$ cat src/rtl/mul_share_pkg.sv
// Shared types and widths for the shared-multiplier arbiter slice.
package mul_share_pkg;

  localparam int unsigned OPERAND_W = 16;
  localparam int unsigned PRODUCT_W = 32;

  typedef enum logic [1:0] {
    ST_IDLE = 2'd0,
    ST_CALC = 2'd1,
    ST_RESP = 2'd2
  } state_t;

endpackage

$ cat src/rtl/mul_rr_picker.sv
// Combinational round-robin picker: first set req_valid bit at or above rr_ptr, wrapping.
module mul_rr_picker #(
  parameter int unsigned NUM_REQ = 4,
  parameter int unsigned ID_W    = 2
) (
  input  logic [NUM_REQ-1:0] req_valid,
  input  logic [ID_W-1:0]    rr_ptr,
  output logic [NUM_REQ-1:0] grant,
  output logic [ID_W-1:0]    gidx,
  output logic               any_valid
);

  always_comb begin
    int unsigned idx;
    logic [ID_W-1:0] sel;
    grant     = '0;
    gidx      = '0;
    any_valid = 1'b0;
    idx       = 0;
    sel       = '0;
    for (int unsigned i = 0; i < NUM_REQ; i++) begin
      idx = 32'(rr_ptr) + i;
      if (idx >= NUM_REQ) idx = idx - NUM_REQ;
      sel = ID_W'(idx);
      if (!any_valid && req_valid[sel]) begin
        any_valid  = 1'b1;
        gidx       = sel;
        grant[sel] = 1'b1;
      end
    end
  end

endmodule

$ cat src/rtl/mul_share_arbiter.sv
// Round-robin sharing of one external 16x16 multiplier among NUM_REQ requesters.
// Optional op_count statistics port enabled by MUL_SHARE_ARBITER_STATS_EN.
module mul_share_arbiter
  import mul_share_pkg::*;
#(
  parameter int unsigned NUM_REQ = 4,
  parameter int unsigned ID_W    = 2
) (
  input  logic                           clk,
  input  logic                           rst,
  input  logic [NUM_REQ-1:0]             req_valid,
  output logic [NUM_REQ-1:0]             req_ready,
  input  logic [OPERAND_W*NUM_REQ-1:0]   req_a,
  input  logic [OPERAND_W*NUM_REQ-1:0]   req_b,
  output logic [OPERAND_W-1:0]           mul_a,
  output logic [OPERAND_W-1:0]           mul_b,
  input  logic [PRODUCT_W-1:0]           mul_result,
  output logic                           rsp_valid,
  input  logic                           rsp_ready,
  output logic [PRODUCT_W-1:0]           rsp_data,
  output logic [ID_W-1:0]                rsp_id
`ifdef MUL_SHARE_ARBITER_STATS_EN
  ,
  output logic [15:0]                    op_count
`endif
);

  state_t               state;
  logic [ID_W-1:0]      rr_ptr;
  logic [ID_W-1:0]      id_q;
  logic [OPERAND_W-1:0] op_a_q;
  logic [OPERAND_W-1:0] op_b_q;

  logic [NUM_REQ-1:0]   grant;
  logic [ID_W-1:0]      gidx;
  logic                 any_valid;

  logic [OPERAND_W-1:0] a_arr [NUM_REQ];
  logic [OPERAND_W-1:0] b_arr [NUM_REQ];

  for (genvar i = 0; i < NUM_REQ; i++) begin : g_unpack
    assign a_arr[i] = req_a[i*OPERAND_W +: OPERAND_W];
    assign b_arr[i] = req_b[i*OPERAND_W +: OPERAND_W];
  end

  mul_rr_picker #(
    .NUM_REQ (NUM_REQ),
    .ID_W    (ID_W)
  ) u_picker (
    .req_valid (req_valid),
    .rr_ptr    (rr_ptr),
    .grant     (grant),
    .gidx      (gidx),
    .any_valid (any_valid)
  );

  // Grant is combinational so a requester sees acceptance in the same cycle.
  always_comb begin
    req_ready = '0;
    if (state == ST_IDLE) req_ready = grant;
  end

  assign mul_a = op_a_q;
  assign mul_b = op_b_q;

  always_ff @(posedge clk) begin
    if (rst) begin
      state     <= ST_IDLE;
      rr_ptr    <= '0;
      id_q      <= '0;
      op_a_q    <= '0;
      op_b_q    <= '0;
      rsp_data  <= '0;
      rsp_id    <= '0;
      rsp_valid <= 1'b0;
    end else begin
      case (state)
        ST_IDLE: begin
          if (any_valid) begin
            op_a_q <= a_arr[gidx];
            op_b_q <= b_arr[gidx];
            id_q   <= gidx;
            rr_ptr <= (gidx == ID_W'(NUM_REQ - 1)) ? '0 : gidx + 1'b1;
            state  <= ST_CALC;
          end
        end
        ST_CALC: begin
          rsp_data  <= mul_result;
          rsp_id    <= id_q;
          rsp_valid <= 1'b1;
          state     <= ST_RESP;
        end
        ST_RESP: begin
          if (rsp_ready) begin
            rsp_valid <= 1'b0;
            state     <= ST_IDLE;
          end
        end
        default: state <= ST_IDLE;
      endcase
    end
  end

`ifdef MUL_SHARE_ARBITER_STATS_EN
  always_ff @(posedge clk) begin
    if (rst) op_count <= '0;
    else if (rsp_valid && rsp_ready) op_count <= op_count + 1'b1;
  end
`endif

endmodule
$ cat config.mk
export PLATFORM = sky130hd
export DESIGN_NAME = mul_share_arbiter
export DESIGN_NICKNAME = d
export VERILOG_FILES = /design/src/rtl/mul_share_pkg.sv /design/src/rtl/mul_rr_picker.sv /design/src/rtl/mul_share_arbiter.sv
export SDC_FILE = /design/constraint.sdc
export NUM_CORES = 1
export LEC_CHECK = 0
export CAP_MARGIN = 30
export CORE_ASPECT_RATIO = 1.75
export CORE_MARGIN = 2
export CORE_UTILIZATION = 38
export CTS_CLUSTER_SIZE = 24
export DETAILED_ROUTE_END_ITERATION = 12
export PLACE_DENSITY = 0.91
export SLEW_MARGIN = 20
export SYNTH_ARGS = -nofsm -noshare
export SYNTH_HDL_FRONTEND = slang
export SYNTH_SLANG_ARGS = --single-unit
$ cat constraint.sdc
create_clock -name clk -period 4.1 [get_ports clk]
set_clock_uncertainty 0.2 [all_clocks]
set_input_delay 1.025 -clock clk [delete_from_list [all_inputs] [get_ports clk]]
set_output_delay 1.025 -clock clk [all_outputs]
set_load 0.01 [all_outputs]
==> flow_metrics.py <==
metrics = {
    "yosys": {
        "synth_top_family_by_area": "multiplexers",
        "synthAdderAreaFrac_pct": 2.53,
        "synth_top_area_share_pct": 36.9,
        "synthSimpleGateAreaFrac_pct": 14.2,
        "syn_area_per_cell_um2": 9.30,
        "synth-edff-count": 0,
        "yosys_warnings": 0,
        "synth-main-ff-cell": "dfxtp_1",
        "synthArstFlopShare_pct": 0,
        "ys_ff_latch": 73,
        "synthCells": 426,
        "yosysSeqAreaShare_pct": 36.9,
        "synth_compound_area_share_pct": 17.8,
        "synth_top_cell_by_area": "dfxtp_1",
        "synth_area_um2": 3960,
        "synthMuxAreaShare_pct": 22.6,
        "synth_xor_area_share_pct": 0.442,
        "syn_nets": 601,
        "synth.distinct_cells": 43,
        "synthTopCellsByArea": "dfxtp_1, mux2_4, mux2i_1",
    },
    "floorplan": {
        "core_area_um2": 10200,
        "chipWidth_um": 81.2,
        "fp.dieH_um": 139,
        "row_count": 49,
        "die_area_um2": 11300,
        "start_util_pct": 38.7,
        "io-pin-count": 238,
    },
    "final_layout": {
        "final_common_cell": "clkdlybuf4s50_1",
        "fin_nets": 841,
        "diodes": 0,
        "syn2layout_area_growth_pct": 74.6,
        "post-route-util_pct": 67.5,
        "final_cell_mix": "clkdlybuf4s50_1, dfxtp_1, nand2_1",
        "drive_gt1_share_pct": 14.9,
        "nFillCells": 737,
    },
    "global_route": {
        "grt_max_degree": 41,
        "grt_pass1_vias": 4349,
        "grt_pass1_wl_um": 21300,
        "track_usage_pct": 24.4,
        "antenna_found_initial": 0,
        "grt_overflow": 0,
    },
    "worst_setup_path": {
        "required_ns": 2.87,
        "crit_chain": "dlymetal6s2s_1, or3b_1, a2111o_1, nand3_4, a221oi_1, nor3_1, buf_2",
        "cpPeakStageDelay_ns": 0.49,
        "reg2reg_slack_ns": 0.69,
        "worst-path-max-fanout": 4,
        "crit_path_start": "req_valid[0]",
        "r2r_start": "rr_ptr[1]$_SDFFE_PP0P_",
        "cp_slowest_cell": "a2111o_1",
        "cpLargestDelayFamily": "simple AND/OR/NAND/NOR gates",
        "worstPathArrival_ns": 2.62,
        "cp.buffers_inverters": 2,
        "worst-r2r-cell-count": 12,
        "end_kind": "output pin",
        "cp-start-kind": "input pin",
        "critPathKind": "input pin to output pin",
        "r2r_end": "mul_a[15]$_SDFFE_PP0P_",
    },
    "placed_design": {
        "io_buffers": 237,
        "routabilityCongestion": 0.924,
        "place_hpwl_um": 10700,
    },
    "detailed_routing": {
        "avgViaCountPerCell": 5.34,
        "drc": 0,
        "drt-pass1-iter-count": 4,
        "drt-initial-drc-count": 168,
        "dr_total_vias": 4264,
        "wl_per_cell_um": 17.5,
        "drtAntennaViolNets": 0,
        "wl_um": 14000,
    },
    "clock_network": {
        "cts.path.max_buffers": 2,
        "clk_pin_slew_ns": 0.06,
        "root_buffer": "clkbuf_16",
        "insertion_delay_ns": 0.33,
        "cts_tree": "done",
        "cts-buffers-inserted": 9,
        "htreeDepth": 3,
        "cts.sinks": 73,
    },
    "sta": {
        "finalSetupViolCount": 0,
        "slew_violations": 0,
        "max_freq_mhz": 260,
        "tns_ns": 0,
        "max_slew.worst_pin.slew_ns": 0.716,
        "layout_min_cycle_time_ns": 3.84,
        "finalHoldViolCount": 0,
        "rsz0062_at_grt": "false",
        "relSlewSlack_pct": 52.2,
        "finalCritPeriodShare_pct": 93.7,
    },
    "power_and_ir_drop": {
        "irDropWorstVdd_mv": 0.315,
        "leakagePower_nw": 2.88,
        "power_density_nw_per_um2": 595,
        "p_total_mw": 4.12,
    },
    "hold_path": {
        "hold_depth": 2,
        "min_path_type": "flop to flop",
        "hold_end": "rsp_data[1]$_SDFFE_PP0P_",
        "min_from": "rsp_data[1]$_SDFFE_PP0P_",
    },
    "run_status": {
        "status": "finished, final reports clean",
    },
    "run": {
        "max-cap-violations": 0,
    },
}
==> final cells by class <==
class                      instances  area [um2]  share of cell area (%)
tap                              127         159                    2.30
multi-input combinational        310        2350                    34.0
inverter                           5        18.8                   0.271
clock buffer                       9         225                    3.26
clock inverter                     7        77.6                    1.12
timing repair buffer             267        2620                    37.9
sequential                        73        1460                    21.1
==> worst min-delay path, cell delays in order, from the launching register on <==
cell	delay (ns)
dfxtp_1	0.31
nand2_1	0.05
a21oi_1	0.05
==> synthesized netlist by cell type, types with 4 or more instances <==
library cell  instances
a21oi_1              37
a221o_1              33
a221oi_1              4
a22oi_1               4
buf_2                 7
buf_6                 5
clkbuf_1             20
dfxtp_1              73
ha_1                  8
inv_1                 4
mux2_2                5
mux2_4               28
mux2i_1              35
nand2_1              71
nor2_1               44
nor3_1                8
o21ai_0               4
==> cells by family after synthesis <==
group | count (synthesis)
mux | 71
xor+xnor | 2
fa+ha+maj | 8
compound gates | 93
flops | 73
simple gates | 136
buf+inv | 43
==> through the flow <==
stage	std cells	instance area (um2)	hold slack [ns]	setup slack, ns
6_report	798	6920	0.256	0.259
5_1_grt	798	6920	0.274	0.159
4_1_cts	797	6870	0.258	0.00405
3_5_place_dp	781	6570	0.250	-0.404
3_3_place_gp	780	6550	0.243	-0.371
2_1_floorplan	426	3960	0.231	0.352
==> state kept, by name, summed over array words and instances (netlist names) <==
signal / flops
rr_ptr: 2
mul_a: 16
rsp_valid: 1
state: 2
rsp_id: 2
mul_b: 16
rsp_data: 32
id_q: 2
==> worst max path at each step <==
stage | to | slack, ns | depth (start not counted)
after floorplan | req_ready[0] | 0.35 | 9
final | req_ready[0] | 0.26 | 7
after CTS | req_ready[3] | 0.004 | 8
after global routing | req_ready[0] | 0.16 | 8
after detailed placement | req_ready[3] | -0.40 | 7
after global placement | req_ready[2] | -0.37 | 7
==> power by group <==
group	switching [mW]	total, mW	internal [mW]
combinational	1.01	2.33	1.32
clock	0.311	0.787	0.476
sequential	0.113	1.00	0.889
==> per-layer routing <==
layer | vias up | track usage, % | wire [um]
li1 | 2009 | - | -
met1 | 1982 | 24.0 | 4790
met3 | 42 | 3.65 | 859
met4 | 0 | 10.8 | 493
met5 | - | 0 | 0
met2 | 231 | 47.5 | 7810
==> repair_timing <==
item | in CTS | in global routing
setup endpoints to repair | 4 | 4
endpoints found under the hold margin | 0 | 0
pin swaps | 0 | 3
hold buffers | 0 | 0
resized for setup | 22 | 9
buffers inserted | 0 | 1
(Power assumes the default switching activity.)
